===== src/rtl/ili9341_spi_receiver.sv =====
// rtl/ili9341_spi_receiver.sv - SPI byte receiver for ILI9341-style command/data streams with a receive FIFO
module ili9341_spi_receiver #(
    parameter int FIFO_DEPTH  = 4,
    parameter int SYNC_STAGES = 2
) (
    input  logic       clk,
    input  logic       rst,
    input  logic       spi_sclk,
    input  logic       spi_cs,
    input  logic       spi_dc,
    input  logic       spi_din,
    input  logic       rd_en,
    output logic [8:0] rd_data,
    output logic       fifo_empty,
    output logic [4:0] fifo_count,
    output logic       overflow,
    output logic       frame_error,
    output logic [7:0] cmd_count
);

    localparam int         AW      = (FIFO_DEPTH > 1) ? $clog2(FIFO_DEPTH) : 1;
    localparam logic [4:0] DEPTH_L = 5'(FIFO_DEPTH);

    typedef enum logic {IDLE, SHIFT} state_t;

    logic [SYNC_STAGES-1:0] sclk_sync, cs_sync, dc_sync, din_sync;
    logic                   sclk_prev;
    logic                   sclk_s, cs_s, dc_s, din_s, sclk_rise;

    state_t     state_q, state_d;
    logic [2:0] bit_cnt_q, bit_cnt_d;
    logic [6:0] shreg_q, shreg_d;
    logic       push, frame_set;
    logic [8:0] push_data;

    logic [8:0]    mem [FIFO_DEPTH];
    logic [AW-1:0] wr_ptr, rd_ptr;
    logic [4:0]    count;
    logic          full, pop, wr_ok;

    // All four pins share one synchroniser depth so dc/din stay aligned with sclk
    always_ff @(posedge clk or posedge rst) begin
        if (rst) begin
            sclk_sync <= '0;
            cs_sync   <= '1;
            dc_sync   <= '0;
            din_sync  <= '0;
            sclk_prev <= 1'b0;
        end else begin
            sclk_sync <= {sclk_sync[SYNC_STAGES-2:0], spi_sclk};
            cs_sync   <= {cs_sync[SYNC_STAGES-2:0], spi_cs};
            dc_sync   <= {dc_sync[SYNC_STAGES-2:0], spi_dc};
            din_sync  <= {din_sync[SYNC_STAGES-2:0], spi_din};
            sclk_prev <= sclk_s;
        end
    end

    assign sclk_s    = sclk_sync[SYNC_STAGES-1];
    assign cs_s      = cs_sync[SYNC_STAGES-1];
    assign dc_s      = dc_sync[SYNC_STAGES-1];
    assign din_s     = din_sync[SYNC_STAGES-1];
    assign sclk_rise = sclk_s & ~sclk_prev;

    always_ff @(posedge clk or posedge rst) begin
        if (rst) begin
            state_q   <= IDLE;
            bit_cnt_q <= 3'd0;
            shreg_q   <= 7'd0;
        end else begin
            state_q   <= state_d;
            bit_cnt_q <= bit_cnt_d;
            shreg_q   <= shreg_d;
        end
    end

    // Only seven bits are held; the eighth goes straight into the FIFO on the same edge
    always_comb begin
        state_d   = state_q;
        bit_cnt_d = bit_cnt_q;
        shreg_d   = shreg_q;
        push      = 1'b0;
        frame_set = 1'b0;
        case (state_q)
            IDLE: begin
                if (!cs_s) state_d = SHIFT;
            end
            SHIFT: begin
                if (cs_s) begin
                    state_d   = IDLE;
                    bit_cnt_d = 3'd0;
                    frame_set = (bit_cnt_q != 3'd0);
                end else if (sclk_rise) begin
                    shreg_d   = {shreg_q[5:0], din_s};
                    bit_cnt_d = bit_cnt_q + 3'd1;
                    push      = (bit_cnt_q == 3'd7);
                end
            end
            default: state_d = IDLE;
        endcase
    end

    assign push_data = {dc_s, shreg_q, din_s};

    assign full  = (count == DEPTH_L);
    assign pop   = rd_en && (count != 5'd0);
    assign wr_ok = push && (!full || pop);

    always_ff @(posedge clk) begin
        if (wr_ok) mem[wr_ptr] <= push_data;
    end

    always_ff @(posedge clk or posedge rst) begin
        if (rst) begin
            wr_ptr      <= '0;
            rd_ptr      <= '0;
            count       <= 5'd0;
            overflow    <= 1'b0;
            frame_error <= 1'b0;
            cmd_count   <= 8'd0;
        end else begin
            if (wr_ok) wr_ptr <= wr_ptr + AW'(1);
            if (pop)   rd_ptr <= rd_ptr + AW'(1);
            case ({wr_ok, pop})
                2'b10:   count <= count + 5'd1;
                2'b01:   count <= count - 5'd1;
                default: count <= count;
            endcase
            if (push && full && !pop) overflow <= 1'b1;
            if (frame_set) frame_error <= 1'b1;
            if (wr_ok && !dc_s) cmd_count <= cmd_count + 8'd1;
        end
    end

    assign rd_data    = mem[rd_ptr];
    assign fifo_empty = (count == 5'd0);
    assign fifo_count = count;

endmodule


===== config.mk =====
export PLATFORM = sky130hd
export DESIGN_NAME = ili9341_spi_receiver
export DESIGN_NICKNAME = d
export VERILOG_FILES = /design/src/rtl/ili9341_spi_receiver.sv
export SDC_FILE = /design/constraint.sdc
export NUM_CORES = 1
export LEC_CHECK = 0
export BUFFER_PORTS_ARGS = -buffer_cell sky130_fd_sc_hd__buf_2
export CAP_MARGIN = 20
export CORE_AREA = 2 2 76 78
export DETAILED_ROUTE_END_ITERATION = 12
export DIE_AREA = 0 0 78 80
export PLACE_DENSITY = 0.85
export SLEW_MARGIN = 20
export SYNTH_ARGS = -nofsm -noshare
export SYNTH_HDL_FRONTEND = slang
export SYNTH_SLANG_ARGS = --single-unit

===== constraint.sdc =====
create_clock -name clk -period 4.05 [get_ports clk]
set_input_delay 0.6075 -clock clk [delete_from_list [all_inputs] [get_ports clk]]
set_output_delay 0.6075 -clock clk [all_outputs]
set_load 0.01 [all_outputs]

==> results of run 1 <==
==> layout make-up <==
cell class | count | area [um^2]
clock inverters | 7 | 67.56
inverters | 16 | 60.06
fillers | 413 | 1891
repair buffers | 33 | 170.2
multi-input cells | 97 | 943.4
clock buffers | 9 | 123.9
flip-flops and latches | 75 | 2059
well taps | 72 | 90.09
==> cell usage in the layout, fill, tap and decap left out, types with 2 or more instances in the layout <==
master	netlist	layout
sky130_fd_sc_hd__dfrtp_1	37	37
sky130_fd_sc_hd__edfxtp_1	36	36
sky130_fd_sc_hd__buf_2	1	31
sky130_fd_sc_hd__inv_1	16	16
sky130_fd_sc_hd__nand2_1	12	12
sky130_fd_sc_hd__ha_1	12	12
sky130_fd_sc_hd__xor2_1	10	10
sky130_fd_sc_hd__mux4_2	9	9
sky130_fd_sc_hd__clkbuf_8	0	9
sky130_fd_sc_hd__mux2_2	7	7
sky130_fd_sc_hd__nor2_1	6	6
sky130_fd_sc_hd__o21ai_0	5	5
sky130_fd_sc_hd__xnor2_1	3	3
sky130_fd_sc_hd__o21a_1	2	2
sky130_fd_sc_hd__mux2_4	2	2
sky130_fd_sc_hd__nand3_1	2	2
sky130_fd_sc_hd__nor3_2	2	2
sky130_fd_sc_hd__nor4b_1	2	2
sky130_fd_sc_hd__nor2b_1	2	2
sky130_fd_sc_hd__o311ai_0	2	2
sky130_fd_sc_hd__a22o_1	2	2
sky130_fd_sc_hd__clkinv_1	0	2
sky130_fd_sc_hd__dfstp_2	2	2
sky130_fd_sc_hd__buf_4	0	2
==> final timing paths <==
kind | endpoint | slack (ps) | startpoint
setup / recovery | fifo_count[4] | 900 | fifo_count[1]
hold / removal | sclk_sync[1] | 350 | sclk_sync[0]
setup reg to reg | fifo_count[4] | 900 | fifo_count[1]
hold reg to reg | sclk_sync[1] | 350 | sclk_sync[0]
max in group asynchronous | cs_sync[0] | 3320 | rst
min in group asynchronous | cmd_count[5] | 370 | rst
==> per-stage QoR <==
stage | power, mW | setup WS, ps | instance area [um^2] | cells | hold slack, ps
after floorplan | 1.308 | 1069 | 3090 | 193 | 331.2
after global placement | 1.434 | 1034 | 3323 | 293 | 333.1
after detailed placement | 1.450 | 922.4 | 3323 | 293 | 337.3
final | 1.976 | 898.5 | 3515 | 309 | 351.8
after CTS | 1.997 | 901.2 | 3515 | 309 | 351.7
after global routing | 2.084 | 670.3 | 3515 | 309 | 349.1
==> registers in the layout, summed over array words and instances (netlist names), 2 cells and up <==
signal / flops
cmd_count: 8
rd_ptr: 2
dc_sync: 2
fifo_count: 5
wr_ptr: 2
mem: 36
sclk_sync: 2
din_sync: 2
cs_sync: 2
shreg_q: 7
bit_cnt_q: 3
==> worst max-delay path: cells and delay by family, from the launching register on <==
kind / cells / cell delay (ps)
AOI/OAI and AO/OA: 4 / 900
and+or+nand+nor: 2 / 750
adders and majority gates: 2 / 690
DFF: 1 / 420
buffers and inverters: 1 / 260
==> cells by family after synthesis <==
family / synth area share, %
buffers and inverters: 2.834
adder cells (fa/ha/maj): 5.506
multiplexers: 10.08
XOR/XNOR: 3.684
AND/OR/NAND/NOR: 6.478
AO/OA/AOI/OAI: 4.778
flip-flops: 66.64
==> power by group through the flow <==
stage	Clock (mW)	Sequential [mW]	Combinational, mW
2_1_floorplan	0	0.966	0.342
3_3_place_gp	0	1.01	0.421
3_5_place_dp	0	1.02	0.430
4_1_cts	0.562	1.01	0.430
5_1_grt	0.590	1.02	0.473
6_report	0.550	1.00	0.425
==> per-layer routing <==
layer	global-route usage [%]	routed length, um	vias to the layer above
met3	3.507	216	5
met4	8.421	46	0
met1	22.46	2047	794
li1	-	-	778
met2	27.24	2347	37
met5	0	0	-
==> flow_summary.rst, run 1 <==
.. list-table::
   :header-rows: 1

   * - Metric
     - Value
   * - Cell at the root of the clock tree
     - sky130_fd_sc_hd__clkbuf_8
   * - Gate count after technology mapping
     - 193
   * - Final Critical Period
     - 3151 ps
   * - Most instantiated cells after synthesis
     - sky130_fd_sc_hd__dfrtp_1 (37), sky130_fd_sc_hd__edfxtp_1 (36), sky130_fd_sc_hd__inv_1 (16)
   * - Max Buffers Root-to-Sink
     - 2
   * - Actual transition at the worst max-transition pin
     - 909.2 ps
   * - WL per Instance
     - 15.07 um
   * - Reg clk slew, reported paths
     - 70 ps
   * - Internal power
     - 1.398 mW
   * - Number of distinct library cells after synthesis
     - 41
   * - Net switching power figure
     - 0.5784 mW
   * - Hold violation total from the final report
     - 0
   * - Number of global-route vias before repair
     - 1672
   * - Rel. slew slack
     - 39.16%
   * - Final Slew Violations
     - 0
   * - Biggest area consumer among synthesized cells
     - sky130_fd_sc_hd__edfxtp_1
   * - Std-Cell Core Area
     - 5405 um^2
   * - Post-cts resize count
     - 0
   * - Sequential share of the synthesized area
     - 66.64%
   * - Run status
     - complete, no violations
   * - Final-stage net count
     - 252
   * - Comb pwr share
     - 21.5%
   * - Remaining routing DRC violations
     - 0
   * - Count of flip-flops with a built-in enable after synthesis
     - 36
   * - Number of CTS-inserted buffers
     - 9
   * - CTS Hold Buffers Added
     - 0
   * - Number of standard-cell rows in the floorplan
     - 27
   * - DP Wirelength
     - 3079 um
   * - RSZ-0062 raised after global routing
     - false
   * - Data arrival time at the worst-slack endpoint
     - 3340 ps
   * - CP Capture Type
     - register
   * - Worst Path Class, Setup
     - reg -> reg
   * - Clock share of power
     - 27.8%
   * - Post-route antenna net violation count
     - 0
   * - Detailed-router iteration count before antenna repair
     - 4
   * - Antenna diodes
     - 0
   * - Skew-Pair Late Insertion Delay
     - 340 ps
   * - Synthesized Nets
     - 213
   * - Die X
     - 78 um
   * - Initial Util
     - 57.18%
   * - Maximum clock frequency
     - 317.3 MHz
   * - Cell with the most instances after synthesis
     - sky130_fd_sc_hd__dfrtp_1
   * - CTS tree
     - yes
   * - Mean Syn Cell Area
     - 16.01 um^2
   * - Worst VDD drop
     - 0.4014 mV
   * - Total setup buffers inserted after CTS
     - 0
   * - Clock H-tree levels
     - 3
   * - Kind of path behind the tightest hold check
     - reg -> reg
   * - CP max stage delay
     - 590 ps
   * - Power density over the cells
     - 562.3 nW/um^2
   * - Max-cap violation count
     - 0
   * - TritonCTS Sinks
     - 75
   * - Length in cells of the worst reg-to-reg path
     - 9
   * - Number of register bits inferred by synthesis
     - 75
   * - Share of total power in sequential cells
     - 50.7%
   * - Via Count
     - 1614
   * - Synthesized cell area
     - 3090 um^2
   * - Cell type of the slowest stage on the worst timing path
     - sky130_fd_sc_hd__or4_4
   * - Gr usage total
     - 17.03%
   * - Global-route wire length before repair
     - 7886 um
   * - Highest fanout seen on the critical path
     - 14
   * - Switching share of power
     - 29.27%
   * - Setup skew after layout
     - 7.482 ps
   * - Final weighted congestion in routability-driven placement
     - 0.8253
   * - Die Span Y
     - 80 um
   * - Final wirelength
     - 4657 um
   * - Number of port buffers
     - 31
   * - Share of the clock period used by the worst path after layout
     - 77.81%
   * - Total overflow reported by the global router
     - 0
   * - Prevailing post-synth register cell
     - sky130_fd_sc_hd__dfrtp_1
   * - Critical path data required time
     - 4240 ps
   * - Share of post-route cells with drive strength above 1
     - 31.65%
   * - Top cell type's share of synthesized area
     - 34.98%
   * - Share of the core filled with cells in the final layout
     - 65.02%
   * - Element type at the critical path start
     - register
   * - DR vias/cell
     - 5.223
   * - Cell types occupying the most area after synthesis
     - sky130_fd_sc_hd__edfxtp_1 (35%), sky130_fd_sc_hd__dfrtp_1 (30%), sky130_fd_sc_hd__mux4_2 (6.6%)
   * - DRC marker count from the first detailed-route iteration
     - 100
   * - Number of antenna violations at the first check in global routing
     - 0
   * - Count of final setup violators
     - 0
   * - Syn-to-layout area delta
     - 13.72%
   * - Worst hold path cell count
     - 0
   * - Total I/O pin count
     - 32
   * - Async set-or-reset flop fraction in the synthesized netlist
     - 52.00%
   * - Leakage power
     - 1.498 nW
   * - Synthesis Warnings
     - 0
   * - Pin count of the biggest net entering global routing
     - 40
   * - Post-route setup TNS
     - 0 ps
   * - Ordered cell list for the critical path
     - or4_4, o311ai_4, buf_4, ha_1, ha_1, nor2b_1, o21a_1, o311ai_0, o311ai_0
   * - Area of the die
     - 6240 um^2
No activity file was read; power rests on OpenSTA's default activity.
==> inputs of run 2 (changes only) <==
Settings changed: ABC_AREA set to 1, CORE_AREA 2 2 76 78 to 2 2 78 80, DIE_AREA 0 0 78 80 to 0 0 80 82, PLACE_DENSITY 0.85 to 0.84.
Clock period 4.05 ns to 2.9 ns, I/O delays scaled along.
==> run 2 against run 1 <==
  * Area after synthesis is 3.8% higher
  * Hold slack worse by 240 ps
  * Flip-flop and latch count stayed put
  * Register-to-register slack worse by 410 ps
  * Worst setup slack worse by 410 ps
  * Clock power is 62% higher
  * Combinational power is 76% higher
  * Critical path depth is 4 higher
  * Via count is 34% higher
  * Clock skew is 1.6 ps higher
  * Synthesized cell count is 54% higher
  * Die area is 5.1% higher
  * Largest power group unchanged
==> flow_summary.rst, run 2 <==
.. list-table::
   :header-rows: 1

   * - Metric
     - Value
   * - Run status
     - complete, no violations
   * - Die Span Y
     - 82 um (+2.5%)
   * - Area occupied by multi-input gates
     - 987.2 um^2 (+4.6%)
   * - Async set-or-reset flop fraction in the synthesized netlist
     - 52.00% (unchanged)
   * - Reg area
     - 2059 um^2 (unchanged)
   * - Via Count
     - 2157 (+34%)
   * - Number of standard-cell rows in the floorplan
     - 28 (+3.7%)
   * - Post-route antenna net violation count
     - 0 (unchanged)
   * - Final-stage net count
     - 359 (+42%)
   * - CTS Hold Buffers Added
     - 0 (unchanged)
   * - Skew-Pair Late Insertion Delay
     - 350 ps (about the same)
   * - Final Total Pwr
     - 2.989 mW (+51%)
   * - Destination of the worst register-to-register timing path
     - fifo_count[4]
   * - Prevailing post-synth register cell
     - sky130_fd_sc_hd__dfrtp_1
   * - Remaining routing DRC violations
     - 0 (unchanged)
   * - Std-Cell Core Area
     - 5746 um^2 (+6.3%)
   * - Setup skew after layout
     - 9.109 ps (+1.627 ps)
   * - Mean Syn Cell Area
     - 10.80 um^2 (-33%)
   * - Cell types occupying the most area after synthesis
     - sky130_fd_sc_hd__edfxtp_1 (34%), sky130_fd_sc_hd__dfrtp_1 (29%), sky130_fd_sc_hd__nand2_1 (5.7%)
   * - Cell at the root of the clock tree
     - sky130_fd_sc_hd__clkbuf_8
   * - Number of antenna violations at the first check in global routing
     - 0 (unchanged)
   * - Die X
     - 80 um (+2.6%)
   * - Count of final setup violators
     - 0 (unchanged)
   * - Area of the die
     - 6560 um^2 (+5.1%)
   * - Global-route wire length before repair
     - 9501 um (+20%)
   * - Kind of path behind the tightest hold check
     - in -> async
   * - DP Wirelength
     - 3999 um (+30%)
   * - Final weighted congestion in routability-driven placement
     - 0.9371 (+14%)
   * - Synthesis Warnings
     - 0 (unchanged)
   * - Length in cells of the worst reg-to-reg path
     - 13 (+4)
   * - Maximum clock frequency
     - 414.1 MHz (+31%)
   * - Post-route setup TNS
     - 0 ps (unchanged)
   * - Highest fanout seen on the critical path
     - 13 (-1)
   * - Total setup buffers inserted after CTS
     - 0 (unchanged)
   * - Final wirelength
     - 5883 um (+26%)
   * - Flip-flop count of the largest register after layout
     - 36 (unchanged)
   * - Startpoint of the worst register-to-register path
     - bit_cnt_q[1]
   * - Number of port buffers
     - 31 (unchanged)
   * - Gate count after technology mapping
     - 297 (+54%)
   * - Number of register bits inferred by synthesis
     - 75 (unchanged)
   * - Cell with the most instances after synthesis
     - sky130_fd_sc_hd__nand2_1
   * - DRC marker count from the first detailed-route iteration
     - 213 (+110%)
   * - Most common cell after layout, fill and taps aside
     - sky130_fd_sc_hd__nand2_1
   * - Rel. slew slack
     - 59.86% (+21 points)
   * - Sequential share of the synthesized area
     - 64.22% (-2.4 points)
   * - Most instantiated cells after synthesis
     - sky130_fd_sc_hd__nand2_1 (49), sky130_fd_sc_hd__nor2_1 (38), sky130_fd_sc_hd__dfrtp_1 (37)
   * - Final Critical Period
     - 2415 ps (-736.7 ps)
   * - Register bank with the most flops
     - mem
   * - Total overflow reported by the global router
     - 0 (unchanged)
   * - Power density over the cells
     - 808.6 nW/um^2 (+44%)
   * - Total I/O pin count
     - 32 (unchanged)
   * - Pin count of the biggest net entering global routing
     - 26 (-35%)
   * - Count of fill cells added during filler insertion
     - 439 (+6.3%)
   * - DR vias/cell
     - 5.148 (-1.4%)
   * - Post-cts resize count
     - 0 (unchanged)
   * - Element type at the critical path start
     - register
   * - Data arrival time at the worst-slack endpoint
     - 2660 ps (-680 ps)
   * - Syn-to-layout area delta
     - 15.26%
   * - Commonest non-fill, non-tap cells in the layout
     - sky130_fd_sc_hd__nand2_1 (49), sky130_fd_sc_hd__nor2_1 (38), sky130_fd_sc_hd__dfrtp_1 (37)
   * - Top cell type's share of synthesized area
     - 33.71% (-1.3 points)
   * - Clock H-tree levels
     - 3 (unchanged)
   * - Leakage power
     - 1.674 nW (+12%)
   * - Gr usage total
     - 19.78% (+2.7 points)
   * - WL per Instance
     - 14.04 um (-6.8%)
   * - Slack of the worst reg-to-reg path
     - 490 ps (-410 ps)
   * - Count of flip-flops with a built-in enable after synthesis
     - 36 (unchanged)
   * - Max-cap violation count
     - 0 (unchanged)
   * - Synthesized Nets
     - 317 (+49%)
   * - Hold violation total from the final report
     - 0 (unchanged)
   * - CTS tree
     - yes
   * - TritonCTS Sinks
     - 75 (unchanged)
   * - Reg clk slew, reported paths
     - 80 ps (about the same)
   * - Final Slew Violations
     - 0 (unchanged)
   * - Share of the clock period used by the worst path after layout
     - 83.27% (+5.5 points)
   * - Max Buffers Root-to-Sink
     - 2 (unchanged)
   * - Detailed-router iteration count before antenna repair
     - 4 (unchanged)
   * - Actual transition at the worst max-transition pin
     - 601.4 ps (-307.8 ps)
   * - Worst Path Class, Setup
     - reg -> reg
   * - Synthesized cell area
     - 3207 um^2 (+3.8%)
   * - Number of distinct library cells after synthesis
     - 28 (-32%)
   * - Critical path data required time
     - 3150 ps (-1090 ps)
   * - Number of CTS-inserted buffers
     - 9 (unchanged)
   * - Biggest area consumer among synthesized cells
     - sky130_fd_sc_hd__edfxtp_1
   * - Worst VDD drop
     - 0.4271 mV (+6.4%)
   * - RSZ-0062 raised after global routing
     - false
   * - Number of global-route vias before repair
     - 2060 (+23%)
   * - Antenna diodes
     - 0 (unchanged)
   * - Largest registers in the final layout
     - mem: 36 flops, cmd_count: 8 flops, shreg_q: 7 flops
   * - Initial Util
     - 55.81% (-1.4 points)
   * - Share of post-route cells with drive strength above 1
     - 18.90% (-13 points)
   * - CP Capture Type
     - register
[run 2: changes by cell type after synthesis, sizes merged, moves of 9 or more]
cell / previous run / this run
inv: 16 / 33
mux2: 9 / 0
mux4: 9 / 0
nand2: 12 / 51
nand3: 2 / 22
nor2: 7 / 40
o21ai: 5 / 31
o22ai: 0 / 9
[run 2: report_power, final]
part / leakage (nW) / switching [mW] / internal (mW)
Sequential: 0.811 / 0.119 / 1.23
Clock: 0.114 / 0.399 / 0.492
Combinational: 0.749 / 0.466 / 0.282
Total: 1.67 / 0.985 / 2.00
[run 2: stage by stage]
stage                     setup WS (ps)  instances  util, %  cell area (um^2)  hold WS [ps]
after detailed placement          496.2        403    60.43              3472         334.7
after global placement            621.7        403    60.43              3472         331.6
after CTS                         475.8        419    64.33              3696         127.3
final                             485.3        419    64.33              3696         108.4
after global routing              286.1        419    64.33              3696         154.0
after floorplan                   783.3        297        -              3207         331.2
[run 2: kinds of logic after synthesis]
group	Yosys count	synth area share, %
XOR/XNOR	5	1.366
adder cells (fa/ha/maj)	13	5.306
buffers and inverters	40	4.994
AO/OA/AOI/OAI	49	8.193
AND/OR/NAND/NOR	115	15.92
flip-flops	75	64.22
[run 2: final cells by class]
| type | instances | share of cell area, % |
|---|---|---|
| flip-flops and latches | 75 | 55.72 |
| multi-input cells | 182 | 26.71 |
| repair buffers | 38 | 5.620 |
| clock buffers | 9 | 3.351 |
| inverters | 33 | 3.351 |
| clock inverters | 7 | 2.708 |
| well taps | 75 | 2.539 |
[run 2: routing by layer]
metal | global-route usage, % | routed length [um] | share of wire [%]
met5 | 0 | 0 | 0
met4 | 8.475 | 53 | 0.90
met3 | 5.604 | 230 | 3.9
met2 | 32.83 | 3009 | 51
met1 | 24.43 | 2590 | 44
[run 2: worst max path at each step]
stage	start	to	slack [ps]	depth (start not counted)
4_1_cts	bit_cnt_q[1]	fifo_count[4]	480	13
3_5_place_dp	bit_cnt_q[1]	fifo_count[4]	500	13
5_1_grt	fifo_count[1]	fifo_count[4]	290	15
2_1_floorplan	fifo_count[1]	fifo_count[4]	780	14
6_report	bit_cnt_q[1]	fifo_count[4]	490	13
3_3_place_gp	bit_cnt_q[0]	fifo_count[4]	620	13
[run 2: worst max-delay path, stage by stage (launching register included)]
cell and delay (ps):
sky130_fd_sc_hd__dfrtp_1 350, sky130_fd_sc_hd__ha_1 150, sky130_fd_sc_hd__ha_1 210, sky130_fd_sc_hd__nand3_4 100, sky130_fd_sc_hd__nor2_4 250, sky130_fd_sc_hd__inv_2 110, sky130_fd_sc_hd__ha_1 280, sky130_fd_sc_hd__ha_1 350
sky130_fd_sc_hd__a21oi_1 210, sky130_fd_sc_hd__nand2_1 80, sky130_fd_sc_hd__nand2_1 70, sky130_fd_sc_hd__nand2_1 50, sky130_fd_sc_hd__nand2_1 50, sky130_fd_sc_hd__nand2_1 50
==> inputs of run 3 (changes only) <==
Clock period 2.9 ns to 2.4 ns, I/O delays scaled along.
==> run 3 against run 2 <==
  * Clock skew grew 2.0 ps
  * Flip-flop and latch count is the same
  * Design area decreased by 0.24%
  * Fmax is 9.1% higher
  * Die area stayed put
  * Utilization fell by 0.15 points
  * Hold slack gained 12 ps
  * Clock power is 4.7% higher
==> flow_summary.rst, run 3 (synthesis results as in run 2) <==
.. list-table::
   :header-rows: 1

   * - Metric
     - Value
   * - Run status
     - complete, no violations
   * - Reg area
     - 2059 um^2 (unchanged)
   * - Length in cells of the worst reg-to-reg path
     - 15 (+2)
   * - Remaining routing DRC violations
     - 0 (unchanged)
   * - Register bank with the most flops
     - mem
   * - Most common cell after layout, fill and taps aside
     - sky130_fd_sc_hd__nand2_1
   * - DRC marker count from the first detailed-route iteration
     - 132 (-38%)
   * - Clock H-tree levels
     - 3 (unchanged)
   * - Final Critical Period
     - 2213 ps (-201.3 ps)
   * - Data arrival time at the worst-slack endpoint
     - 2480 ps (-180 ps)
   * - Actual transition at the worst max-transition pin
     - 547.0 ps (-54.45 ps)
   * - Setup skew after layout
     - 11.09 ps (+1.979 ps)
   * - Area occupied by multi-input gates
     - 1005 um^2 (+1.8%)
   * - CTS tree
     - yes
   * - Worst hold path cell count
     - 1
   * - Number of standard-cell rows in the floorplan
     - 28 (unchanged)
   * - Syn-to-layout area delta
     - 14.98%
   * - WL per Instance
     - 13.87 um (-1.2%)
   * - Reg clk slew, reported paths
     - 70 ps (about the same)
   * - Pin count of the biggest net entering global routing
     - 40 (+54%)
   * - Flip-flop count of the largest register after layout
     - 36 (unchanged)
   * - Maximum clock frequency
     - 451.8 MHz (+9.1%)
   * - Ordered cell list for the critical path
     - ha_1, ha_1, nand3_4, nor2_4, inv_4, ha_4, inv_1, fa_1, inv_1, nand3_1, nand2_1, nand2_1, nand2_1, nand2_1, nand2_1
   * - Total overflow reported by the global router
     - 0 (unchanged)
   * - TritonCTS Sinks
     - 75 (unchanged)
   * - Count of final setup violators
     - 0 (unchanged)
   * - Destination of the worst register-to-register timing path
     - fifo_count[4]
   * - Element type at the critical path start
     - register
   * - CP max stage delay
     - 390 ps (+40 ps)
   * - Rel. slew slack
     - 63.49% (+3.6 points)
   * - Final Slew Violations
     - 0 (unchanged)
   * - Clock share of power
     - 26.8% (-3.0 points)
   * - Detailed-router iteration count before antenna repair
     - 4 (unchanged)
   * - Die X
     - 80 um (unchanged)
   * - Final weighted congestion in routability-driven placement
     - 0.8303 (-11%)
   * - Largest registers in the final layout
     - mem: 36 flops, cmd_count: 8 flops, shreg_q: 7 flops
   * - Leakage power
     - 1.656 nW (-1.1%)
   * - CP Capture Type
     - register
   * - Via Count
     - 2211 (+2.5%)
   * - DP Wirelength
     - 3916 um (-2.1%)
   * - Worst hold margin
     - 120.4 ps (+12.06 ps)
   * - Number of port buffers
     - 31 (unchanged)
   * - Initial Util
     - 55.81% (unchanged)
   * - Max-cap violation count
     - 0 (unchanged)
   * - Switching share of power
     - 33.55% (+0.60 points)
   * - HP Start
     - spi_cs
   * - Post-route antenna net violation count
     - 0 (unchanged)
   * - Share of the clock period used by the worst path after layout
     - 92.22% (+9.0 points)
   * - Count of fill cells added during filler insertion
     - 462 (+5.2%)
   * - Critical Path Start
     - bit_cnt_q[0]
   * - Std-Cell Core Area
     - 5746 um^2 (unchanged)
   * - Final-stage net count
     - 359 (unchanged)
   * - Share of post-route cells with drive strength above 1
     - 19.19% (+0.29 points)
   * - Cell type of the slowest stage on the worst timing path
     - sky130_fd_sc_hd__dfrtp_1
   * - CTS Hold Buffers Added
     - 0 (unchanged)
   * - Number of global-route vias before repair
     - 2161 (+4.9%)
   * - Share of the core filled with cells in the final layout
     - 64.18% (-0.15 points)
   * - Slack of the worst reg-to-reg path
     - 190 ps (-300 ps)
   * - Power density over the cells
     - 945.6 nW/um^2 (+17%)
   * - DR vias/cell
     - 5.277 (+2.5%)
   * - Number of antenna violations at the first check in global routing
     - 0 (unchanged)
   * - Dominant delay contributor by cell family on the critical path
     - adder cells
   * - Kind of path behind the tightest hold check
     - in -> reg
   * - Critical path data required time
     - 2670 ps (-480 ps)
   * - Die Span Y
     - 82 um (unchanged)
   * - Most frequent cell on the critical path
     - sky130_fd_sc_hd__nand2_1
   * - Antenna diodes
     - 0 (unchanged)
   * - Net switching power figure
     - 1.170 mW (+19%)
   * - Post-route setup TNS
     - 0 ps (unchanged)
   * - Highest fanout seen on the critical path
     - 6 (-7)
   * - Hold violation total from the final report
     - 0 (unchanged)
   * - Max Buffers Root-to-Sink
     - 2 (unchanged)
   * - Worst VDD drop
     - 0.5237 mV (+23%)
   * - Share of total power in sequential cells
     - 46.8% (+1.6 points)
   * - Startpoint of the worst register-to-register path
     - bit_cnt_q[0]
   * - Internal power
     - 2.317 mW (+16%)
   * - Final wirelength
     - 5810 um (-1.2%)
   * - Commonest non-fill, non-tap cells in the layout
     - sky130_fd_sc_hd__nand2_1 (49), sky130_fd_sc_hd__dfrtp_1 (37), sky130_fd_sc_hd__nor2_1 (36), sky130_fd_sc_hd__edfxtp_1 (36)
   * - Worst Path Class, Setup
     - reg -> reg
   * - Cell at the root of the clock tree
     - sky130_fd_sc_hd__clkbuf_8
   * - Comb pwr share
     - 26.5% (+1.5 points)
   * - Worst Hold Endpoint
     - cs_sync[0]
   * - Skew-Pair Late Insertion Delay
     - 340 ps (about the same)
   * - RSZ-0062 raised after global routing
     - false
   * - Global-route wire length before repair
     - 9715 um (+2.3%)
   * - Total I/O pin count
     - 32 (unchanged)
   * - Number of CTS-inserted buffers
     - 9 (unchanged)
   * - Area of the die
     - 6560 um^2 (unchanged)
   * - CP Buf/Inv Count
     - 3 (+2)
   * - Gr usage total
     - 19.70% (-0.081 points)
-- run 3: what timing repair did --
action                                  in CTS  in global routing
endpoints found under the setup margin       0                  3
resized for setup                            0                  5
setup buffers                                0                  0
endpoints found under the hold margin        0                  0
-- run 3: per-stage QoR --
stage          cells  setup WS [ps]  total power, mW  area (um^2)
6_report         419          186.6            3.487         3687
5_1_grt          419          4.038            3.706         3687
4_1_cts          419          27.74            3.499         3667
3_5_place_dp     403          40.26            2.563         3472
3_3_place_gp     403          225.4            2.500         3472
2_1_floorplan    297          283.3            2.232         3207
-- run 3: layer usage --
metal | vias to the layer above | share of wire [%] | track usage (%) | wire (um)
li1 | 1076 | - | - | -
met1 | 1066 | 43 | 24.02 | 2506
met2 | 63 | 51 | 33.58 | 2972
met3 | 6 | 4.8 | 5.275 | 280
met4 | 0 | 0.86 | 7.797 | 50
met5 | - | 0 | 0 | 0
-- run 3: power by group through the flow --
stage	sequential [mW]	clock [mW]	combinational [mW]
global route	1.65	1.01	1.04
detailed placement	1.65	0	0.910
floorplan	1.62	0	0.610
CTS	1.63	0.959	0.914
global placement	1.64	0	0.861
finish	1.63	0.933	0.923
-- run 3: how the worst max path moves through the flow --
stage / to / depth (start not counted)
after detailed placement: fifo_count[4] / 14
after global placement: fifo_count[4] / 14
after CTS: fifo_count[4] / 14
final: fifo_count[4] / 15
after floorplan: fifo_count[4] / 14
after global routing: fifo_count[4] / 15
-- run 3: worst reg2reg max path, stage by stage (launching register included) --
cell and delay [ps]:
sky130_fd_sc_hd__dfrtp_1 390, sky130_fd_sc_hd__ha_1 200, sky130_fd_sc_hd__ha_1 220, sky130_fd_sc_hd__nand3_4 110, sky130_fd_sc_hd__nor2_4 40, sky130_fd_sc_hd__inv_4 80
sky130_fd_sc_hd__ha_4 160, sky130_fd_sc_hd__inv_1 60, sky130_fd_sc_hd__fa_1 360, sky130_fd_sc_hd__inv_1 100, sky130_fd_sc_hd__nand3_1 110, sky130_fd_sc_hd__nand2_1 100
sky130_fd_sc_hd__nand2_1 50, sky130_fd_sc_hd__nand2_1 60, sky130_fd_sc_hd__nand2_1 50, sky130_fd_sc_hd__nand2_1 60
-- run 3: area by class of cell --
cell class,count,area share [%]
Timing Repair Buffer,38,5.633
Inverter,33,3.427
Clock buffer,10,3.461
Clock inverter,6,1.832
Multi-Input combinational cell,182,27.25
Sequential cell,75,55.85
Tap cell,75,2.545
